[src/rtl/traffic_light_monitor.sv]
// Passive watchdog for the four-way traffic light bus: checks encoding, conflicts,
// per-approach colour sequence and durations, and the N->E->S->W green rotation.
module traffic_light_monitor #(
  parameter int GREEN_STEPS  = 2,
  parameter int YELLOW_STEPS = 1,
  parameter int CNT_W        = 4
) (
  input  logic        clk_in,
  input  logic        rstn,
  input  logic        step_en,
  input  logic [2:0]  north,
  input  logic [2:0]  east,
  input  logic [2:0]  south,
  input  logic [2:0]  west,
  input  logic        err_clr,
  output logic        err_encode,
  output logic        err_conflict,
  output logic        err_sequence,
  output logic        err_duration,
  output logic        err_order,
  output logic        err_any,
  output logic [1:0]  active_dir,
  output logic        green_valid,
  output logic [15:0] green_count
);

  localparam logic [2:0]       RED        = 3'b100;
  localparam logic [2:0]       YEL        = 3'b010;
  localparam logic [2:0]       GRN        = 3'b001;
  localparam logic [CNT_W-1:0] RUN_MAX    = '1;
  localparam logic [CNT_W-1:0] RUN_ONE    = CNT_W'(1);
  localparam logic [CNT_W-1:0] GREEN_RUN  = CNT_W'(GREEN_STEPS);
  localparam logic [CNT_W-1:0] YELLOW_RUN = CNT_W'(YELLOW_STEPS);

  typedef enum logic {ST_IDLE, ST_TRACK} order_state_e;

  logic [3:0][2:0] code;
  assign code = {west, south, east, north};

  logic       seeded_q, seeded_d;
  logic [3:0] legal, is_green, is_yellow;
  logic [3:0] seq_err, dur_err, g_entry, yg_entry;

  for (genvar gi = 0; gi < 4; gi++) begin : g_appr
    logic [2:0]       prev_q, prev_d;
    logic [CNT_W-1:0] run_q, run_d;
    logic             tracked_q, tracked_d;
    logic             changed;

    assign legal[gi]     = (code[gi] == RED) || (code[gi] == YEL) || (code[gi] == GRN);
    assign is_green[gi]  = (code[gi] == GRN);
    assign is_yellow[gi] = (code[gi] == YEL);
    assign changed       = step_en && seeded_q && legal[gi] && (code[gi] != prev_q);

    // Red and green are never adjacent in a legal sequence.
    assign seq_err[gi] = changed && (((prev_q == RED) && (code[gi] == GRN)) ||
                                     ((prev_q == GRN) && (code[gi] == RED)));
    assign dur_err[gi] = changed && (((prev_q == GRN) && (run_q != GREEN_RUN)) ||
                                     ((prev_q == YEL) && tracked_q && (run_q != YELLOW_RUN)));
    assign g_entry[gi]  = changed && is_green[gi];
    assign yg_entry[gi] = g_entry[gi] && (prev_q == YEL);

    always_comb begin
      prev_d    = prev_q;
      run_d     = run_q;
      tracked_d = tracked_q;
      if (step_en && legal[gi]) begin
        if (!seeded_q) begin
          prev_d    = code[gi];
          run_d     = RUN_ONE;
          tracked_d = 1'b0;
        end else if (changed) begin
          prev_d    = code[gi];
          run_d     = RUN_ONE;
          tracked_d = 1'b1;
        end else if (run_q != RUN_MAX) begin
          run_d = run_q + RUN_ONE;
        end
      end
    end

    always_ff @(posedge clk_in) begin
      if (rstn) begin
        prev_q    <= RED;
        run_q     <= '0;
        tracked_q <= 1'b0;
      end else begin
        prev_q    <= prev_d;
        run_q     <= run_d;
        tracked_q <= tracked_d;
      end
    end
  end

  order_state_e state_q, state_d;
  logic [1:0]   last_dir_q, last_dir_d;
  logic [15:0]  count_q, count_d;
  logic [4:0]   flags_q, flags_d;
  logic         err_any_q;

  logic       conflict, enc_err, ord_err, order_chk, any_new;
  logic [1:0] entry_dir;
  logic [4:0] new_err;

  always_comb begin
    state_d    = state_q;
    last_dir_d = last_dir_q;
    count_d    = count_q;
    seeded_d   = seeded_q | step_en;
    entry_dir  = 2'd0;
    for (int i = 0; i < 4; i++) begin
      if (g_entry[i]) entry_dir = 2'(i);
    end

    // Two greens, or a green alongside any yellow, is a conflict.
    conflict  = step_en && (((is_green & (is_green - 4'd1)) != 4'd0) ||
                            ((is_green != 4'd0) && (is_yellow != 4'd0)));
    enc_err   = step_en && (legal != 4'hF);
    order_chk = (g_entry != 4'd0) && !conflict;
    ord_err   = order_chk && (state_q == ST_TRACK) && (entry_dir != last_dir_q + 2'd1);
    new_err   = {enc_err, conflict, |seq_err, |dur_err, ord_err};
    any_new   = |new_err;

    if (order_chk) begin
      state_d    = ST_TRACK;
      last_dir_d = entry_dir;
      if ((yg_entry != 4'd0) && !any_new && (count_q != 16'hFFFF)) begin
        count_d = count_q + 16'd1;
      end
    end

    // Set wins over a simultaneous clear.
    flags_d = (err_clr ? 5'd0 : flags_q) | new_err;
  end

  always_ff @(posedge clk_in) begin
    if (rstn) begin
      seeded_q   <= 1'b0;
      state_q    <= ST_IDLE;
      last_dir_q <= 2'd0;
      count_q    <= 16'd0;
      flags_q    <= 5'd0;
      err_any_q  <= 1'b0;
    end else begin
      seeded_q   <= seeded_d;
      state_q    <= state_d;
      last_dir_q <= last_dir_d;
      count_q    <= count_d;
      flags_q    <= flags_d;
      err_any_q  <= |flags_q;
    end
  end

  assign err_encode   = flags_q[4];
  assign err_conflict = flags_q[3];
  assign err_sequence = flags_q[2];
  assign err_duration = flags_q[1];
  assign err_order    = flags_q[0];
  assign err_any      = err_any_q;
  assign active_dir   = last_dir_q;
  assign green_valid  = (state_q == ST_TRACK);
  assign green_count  = count_q;

endmodule

[config.mk]
export PLATFORM = sky130hd
export DESIGN_NAME = traffic_light_monitor
export DESIGN_NICKNAME = d
export VERILOG_FILES = /design/src/rtl/traffic_light_monitor.sv
export SDC_FILE = /design/constraint.sdc
export NUM_CORES = 1
export LEC_CHECK = 0
export ABC_CLOCK_PERIOD_IN_PS = 9200
export BUFFER_PORTS_ARGS = -buffer_cell sky130_fd_sc_hd__buf_2
export CELL_PAD_IN_SITES_DETAIL_PLACEMENT = 2
export CELL_PAD_IN_SITES_GLOBAL_PLACEMENT = 2
export CORE_UTILIZATION = 39
export DETAILED_ROUTE_END_ITERATION = 8
export PLACE_DENSITY_LB_ADDON = 0.1
export SLEW_MARGIN = 5
export SYNTH_ARGS = -nofsm -noshare
export SYNTH_HDL_FRONTEND = slang
export SYNTH_SLANG_ARGS = --single-unit
[constraint.sdc]
create_clock -name clk_in -period 9.2 [get_ports clk_in]
set_clock_uncertainty 0.05 [all_clocks]
set_input_delay 1.84 -clock clk_in [delete_from_list [all_inputs] [get_ports clk_in]]
set_output_delay 1.84 -clock clk_in [all_outputs]
set_load 0.02 [all_outputs]
==> metrics list, run 1 <==
- Yosys reg bits: 58
- Switching power total: 168 uW
* Count of final hold-check violations: 0
- Summed over all nets, the half-perimeter wirelength after detailed placement is 8.05 mm.
* Fraction of final layout cells with drive strength greater than 1: 0.171
* Clock Tree Root: clkbuf_8
- The longest clock path from root to sink contains 2 buffers.
- Number of cells produced by synthesis: 455
- Dividing the detail-routed via count by the number of cells gives 5.68.
- The count of cells in the finished layout, fillers not included, comes to 613.
* Post-placement cell count: 597
* Post-synth design cell area: 3850 um^2
- Final weighted congestion in routability-driven placement: 0.803
- STA puts the critical path data arrival time at 4830 ps.
- TritonCTS built the clock tree.
- Worst slew margin: 0.522
- 41 I/O pins were placed.
* Required time of the critical path: 9430 ps
- Setup CP Type: in2reg
- For this block, the initial DRC count from the detailed router was 104.
- Power per standard cell area: 146 nW/um^2
- The run finished with clean final reports.
- Fraction of power spent switching nets: 0.274
- STA classifies the critical path startpoint as an input pin.
* Number of global-route vias before repair: 3,568
- Met1 GRT Util: 0.297
- Final critical-path setup slack: 4600 ps
- Area post-placement: 3970 um^2
- The final count of pins violating max slew came to 0.
- Final setup vio count: 0
- Type of the most critical hold path: reg2reg
- First element of the critical path: north[1]
- For this design the static power due to leakage is 1.61 nW.
* Internal Pwr Total: 445 uW
- The share of total power dissipated in the clock network is 0.426.
- The final route contains 3,479 vias.
* Average cell area after synthesis: 8.47 um^2
* Time the final worst path needs with I/O delays and setup: 4600 ps
- For met2 alone, demand over resource in global routing was 0.388.
- Total chip power: 612 uW
* Synth unique cells: 69
- Peak supply drop: 0.111 mV
- Along the worst path, the maximum fanout reaches 26.
- After clock tree synthesis, the clock-pin slew on the worst setup and hold paths is 60 ps.
* Maximum clock frequency: 218 MHz
- The number of cells on the worst reg-to-reg path is 8.
- Worst min-delay path startpoint: flags_q[1]
- Clock buffer count from CTS: 9
* Average wire per standard cell: 18.3 um
* Drt drc: 0
- Entering global routing, the biggest net connects 66 pins.
* Max_cap viols: 0
- Across every metal layer, demand over resource in global routing totals 0.236.
* Global Route met3 Usage: 0.0607
- The repair_antennas step left the layout with diodes totalling 0.
* Total number of clock tree sinks: 58
* Reg-to-reg endpoint: green_count[6]
* Clock Latency Late Sink: 360 ps
- The first global-routing pass estimated 18.5 mm of wire.
- At the pin with the least slew margin, the transition time is 717 ps.
- Effective utilization at floorplan: 0.409
* Horizontal extent of the die: 101 um
- H-tree levels: 3
- In this run the worst setup path terminates at green_count[6].
- Overall die area: 10,300 um^2
- Final wirelength: 11.2 mm
- Yosys mapped a number of flops with a built-in enable equal to 0.
- In the synthesized netlist the dominant register cell turns out to be dfxtp_1.
- Once the clock tree was built, the resizer swapped 0 gates to a different size.
- After floorplanning, the core was divided into 35 placement rows.
- Synthesized net count: 484
- Peak-usage layer in the global routing report: met2
* Commonest non-fill, non-tap cells in the layout: dfxtp_1, nor2_1, buf_2
- Accumulated negative setup slack: 0 ps
- Final instance area: 4190 um^2
- Kind of capture point of the worst setup path: flip-flop
- For this run, asynchronously set or reset flops after synthesis account for 0.
- Chip Height: 101 um
- Prior to clock tree synthesis, the placed netlist has a worst setup slack of 4230 ps.
- Area grow syn2layout: 8.57%
- Yosys printed 0 warnings.
- The core region is 9420 um^2.
- Setup repair after global routing left no endpoint under its margin.
- Sequential fraction of the synthesis area: 0.301
* Antenna violations before repair: 0
* Final worst-path cycle share: 0.500
* Most frequent standard cell in the layout excluding fill and tap cells: dfxtp_1
- Port bufs: 40
* Number of buffers inserted for hold repair after clock tree synthesis: 0
- Once the clock tree was built, the setup fixing pass inserted 0 buffers.
- Once detail routing completed, the nets flagged for antenna violations numbered 0.
- Combinational group share of total power: 0.133
* Setup slack of the worst register-to-register path: 5650 ps
* Count of TritonRoute iterations in the first routing pass: 7
- Reg2reg start: g_appr[0].run_q[0]
* Share of power burned in registers: 0.441
- The total overflow left after global routing is 0.
- NumNets Final: 508
## cells in the mapped netlist (all sizes together) (8+ instances only)
cell type	number	area share
or3	8	0.015
nor3	21	0.027
clkbuf	22	0.050
o21ai	17	0.022
nand2	17	0.017
xor2	18	0.041
dfxtp	58	0.30
nand3	14	0.018
mux2i	9	0.023
o211ai	9	0.018
ha	13	0.042
nor2	52	0.051
nor3b	17	0.039
inv	24	0.023
nor2b	8	0.013
nand2b	8	0.013
a21oi	29	0.039
## through the flow
stage               utilization  hold WS [ps]
detailed placement        0.422           431
finish                    0.445           454
CTS                       0.445           451
global placement          0.422           413
floorplan                     -           401
global route              0.445           472
## how the worst min path moves through the flow
stage / to / slack (ps) / depth (start not counted)
final: flags_q[1] / 450 / 2
after global routing: green_count[14] / 470 / 2
after CTS: flags_q[1] / 450 / 2
after global placement: g_appr[2].tracked_q / 410 / 2
after detailed placement: g_appr[3].tracked_q / 430 / 2
after floorplan: g_appr[2].tracked_q / 400 / 2
## critical path: stages
cell,delay [ps]
buf_2,150
nor3b_4,180
or4_4,550
a2111o_1,470
a21oi_2,240
nand4_2,540
or4_1,700
a21oi_1,160
## sequential cells by signal (all words and copies together), names as in the netlist
register          count
active_dir            2
green_valid           1
g_appr.run_q         16
seeded_q              1
err_any               1
green_count          16
flags_q               5
g_appr.prev_q        12
g_appr.tracked_q      4
## final cells by class
class,instances,area (um^2)
fillers,1108,5230
multi-input cells,345,2350
flip-flops and latches,58,1160
repair buffers,41,208
clock buffers,15,186
well taps,129,161
inverters,24,90.1
clock inverters,1,30.0
## power groups by stage
stage / registers, mW / clock network, mW / logic, mW
2_1_floorplan: 0.272 / 0 / 0.0672
3_3_place_gp: 0.275 / 0 / 0.0779
3_5_place_dp: 0.276 / 0 / 0.0804
4_1_cts: 0.270 / 0.269 / 0.0819
5_1_grt: 0.271 / 0.281 / 0.0907
6_report: 0.270 / 0.261 / 0.0812
## layer usage
metal	wire (um)	share of wire
met5	0	0
met1	5270	0.47
met3	363	0.032
met4	250	0.022
met2	5320	0.47
## kinds of logic after synthesis
kind of cell | after synthesis | share of synthesized area
DFF | 58 | 0.301
muxes | 16 | 0.0438
xor gates and xnor gates | 21 | 0.0477
adders and majority gates | 14 | 0.0448
buffers and inverters | 52 | 0.0896
and+or+nand+nor | 196 | 0.301
AOI/OAI and AO/OA | 98 | 0.172
Note: power is estimated with default switching activity, not from simulation.
==> run 2, diff against run 1 <==
--- a/config.mk
+++ b/config.mk
@@ -5,11 +5,11 @@
 export SDC_FILE = /design/constraint.sdc
 export NUM_CORES = 1
 export LEC_CHECK = 0
-export ABC_CLOCK_PERIOD_IN_PS = 9200
+export ABC_CLOCK_PERIOD_IN_PS = 3900
 export BUFFER_PORTS_ARGS = -buffer_cell sky130_fd_sc_hd__buf_2
 export CELL_PAD_IN_SITES_DETAIL_PLACEMENT = 2
 export CELL_PAD_IN_SITES_GLOBAL_PLACEMENT = 2
-export CORE_UTILIZATION = 39
+export CORE_UTILIZATION = 32
 export DETAILED_ROUTE_END_ITERATION = 8
 export PLACE_DENSITY_LB_ADDON = 0.1
 export SLEW_MARGIN = 5
==> constraint.sdc (replaced) <==
create_clock -name clk_in -period 3.9 [get_ports clk_in]
set_clock_uncertainty 0.05 [all_clocks]
set_input_delay 0.78 -clock clk_in [delete_from_list [all_inputs] [get_ports clk_in]]
set_output_delay 0.78 -clock clk_in [all_outputs]
set_load 0.02 [all_outputs]
==> metrics list, run 2 (same netlist as run 1, synthesis figures left out) <==
- The clock latency at the later pin of the worst-skew pair came to 330 ps (-30 ps).
- Global-route total usage across every layer: 0.195 (-0.0418)
- Time the final worst path needs with I/O delays and setup: 3290 ps
- The count of input and output buffers is 40 (unchanged).
* Longest individual stage delay on the worst path: 520 ps (-180 ps)
- WP data arrival: 3460 ps (-1370 ps)
- Worst-Margin Slew: 937 ps (+219 ps)
- Post-CTS Repair Setup Buffers: 0 (unchanged)
* Number of cell rows: 39 (+11%)
- The standard cell core area was 11,600 um^2 (+23%).
- Count of TritonRoute iterations in the first routing pass: 7 (unchanged)
* Clock Tree Root: clkbuf_16
- The final hold slack was 424 ps (-29.9 ps).
- Final worst-path cycle share: 0.844
* Antenna violations before repair: 0 (unchanged)
- The final total power is 1.74 mW (+180%).
- Max_cap viols: 0 (unchanged)
- The path class of the tightest hold or removal check is reg2reg.
* Commonest non-fill, non-tap cells in the layout: dfxtp_1, nor2_1, buf_2
* Element type at the critical path start: input pin
- The count of cells resized by post-cts repair was 0 (unchanged).
* Required time of the critical path: 4070 ps (-5360 ps)
- The HPWL after detailed placement came to 8.53 mm (+5.9%).
- Overall die area: 12,500 um^2 (+21%)
- Most frequent standard cell in the layout excluding fill and tap cells: dfxtp_1
* Fraction of final layout cells with drive strength greater than 1: 0.180 (+0.00847)
* Effective utilization at floorplan: 0.333 (-0.0761)
- Timing would allow up to 304 MHz.
- The leakage power summed over all cells was 1.68 nW (+4.5%).
* RSZ-0062 raised after global routing: false
- The number of global-route vias before repair was 3,677 (+3.1%).
- Max Buffers Root-to-Sink: 2 (unchanged)
- Final weighted congestion in routability-driven placement: 0.757 (-5.7%)
* Final global-route overflow total: 0 (unchanged)
- Walking the worst path, the cells encountered are buf_2 -> nor3b_1 -> or4_4 -> a2111o_1 -> a211oi_4 -> nand3_1 -> nor3_1 -> mux2_2.
- The global-route wire length before repair was 19.4 mm (+5.0%).
- H-tree levels: 3 (unchanged)
- The final reports fail on DRC.
- The total negative slack for setup checks was 0 ps (unchanged).
- The DRC violations left was 2 (+2).
- The worst supply voltage drop on vdd came to 0.279 mV (+150%).
- The worst setup path is captured at a flip-flop.
- The power density of the placed cells is 399 nW/um^2 (+170%).
- The number of vias per cell after detailed routing was 5.45 (-3.9%).
- The clock sink count is 58 (unchanged).
* Clock buffer count from CTS: 9 (unchanged)
* NumNets Final: 513 (+0.98%)
* Total inserted antenna cells: 0 (unchanged)
* Largest net degree at the start of global routing: 49 (-26%)
* Number of buffers inserted for hold repair after clock tree synthesis: 0 (unchanged)
* Number of top-level pins: 41 (unchanged)
- The die width came to 112 um (+10%).
* Post-detailed-route count of antenna-violating nets: 0 (unchanged)
* Average wire per standard cell: 18.2 um (-0.52%)
- Count of final hold-check violations: 0 (unchanged)
- Among all stages on the critical path, the largest delay is contributed by or4_4.
- The setup-violating endpoint count in the final report was 0 (unchanged).
* Worst Path Max Fanout: 9 (-65%)
- The run finished, with violations left.
- CTS tree: built
- Filler instances: 1,331 (+20%)
- Worst slew margin: 0.376 (-0.146)
- Setup CP Type: in2reg
* Vias post-DR: 3,446 (-0.95%)
- The fraction of the core area covered by cells at the end of the flow came to 0.377 (-0.0676).
- Area grow syn2layout: 13.1%
- The first-iteration detailed-routing DRC count came to 142 (+37%).
- Final wirelength: 11.5 mm (+2.6%)
- The clock-pin slew of the registers on the worst-case setup and hold paths was 60 ps (about the same).
- On the critical path the largest part of the delay comes from simple AND/OR/NAND/NOR gates.
* Count of final max-slew check failures: 0 (unchanged)
* Worst path buffer plus inverter count: 1 (unchanged)
- The die outline height is 112 um (+10%).
run 2: area by class of cell:
class	count	area, um^2	area share
Multi-Input combinational cell	345	2350	0.539
Clock buffer	11	233	0.0534
Timing Repair Buffer	46	245	0.0563
Tap cell	143	179	0.0410
Inverter	24	90.1	0.0207
Clock inverter	5	103	0.0235
Sequential cell	58	1160	0.266
run 2: worst paths after layout:
path	startpoint	endpoint	slack, ps	cells past startpoint
worst max-delay path	south[1]	green_count[9]	610	8
worst min-delay path	g_appr[2].tracked_q	g_appr[2].tracked_q	420	2
worst max register to register	g_appr[0].run_q[0]	green_count[9]	760	10
worst min register to register	g_appr[2].tracked_q	g_appr[2].tracked_q	420	2
run 2: tightest hold or removal path, cell delays in order, from the launching register on:
cell and delay (ps):
dfxtp_1 310, nand2b_1 60, a21oi_1 50
run 2: where the power goes:
group	switching, mW	internal [mW]
sequential	0.0248	0.611
clock	0.286	0.623
combinational	0.119	0.0754
run 2: through the flow:
step                      setup WS [ps]  instance area, um^2  std cells
after floorplan                     623                 3850        455
after global placement              393                 4020        616
after detailed placement            268                 4020        616
after CTS                           609                 4360        632
after global routing                507                 4360        632
final                               607                 4360        632
run 2: per-layer routing:
metal	vias to the layer above	share of wire	track usage
li1	1699	-	-
met1	1706	0.50	0.255
met2	30	0.47	0.328
met3	11	0.023	0.0376
met4	0	0.011	0.0468
met5	-	0	0
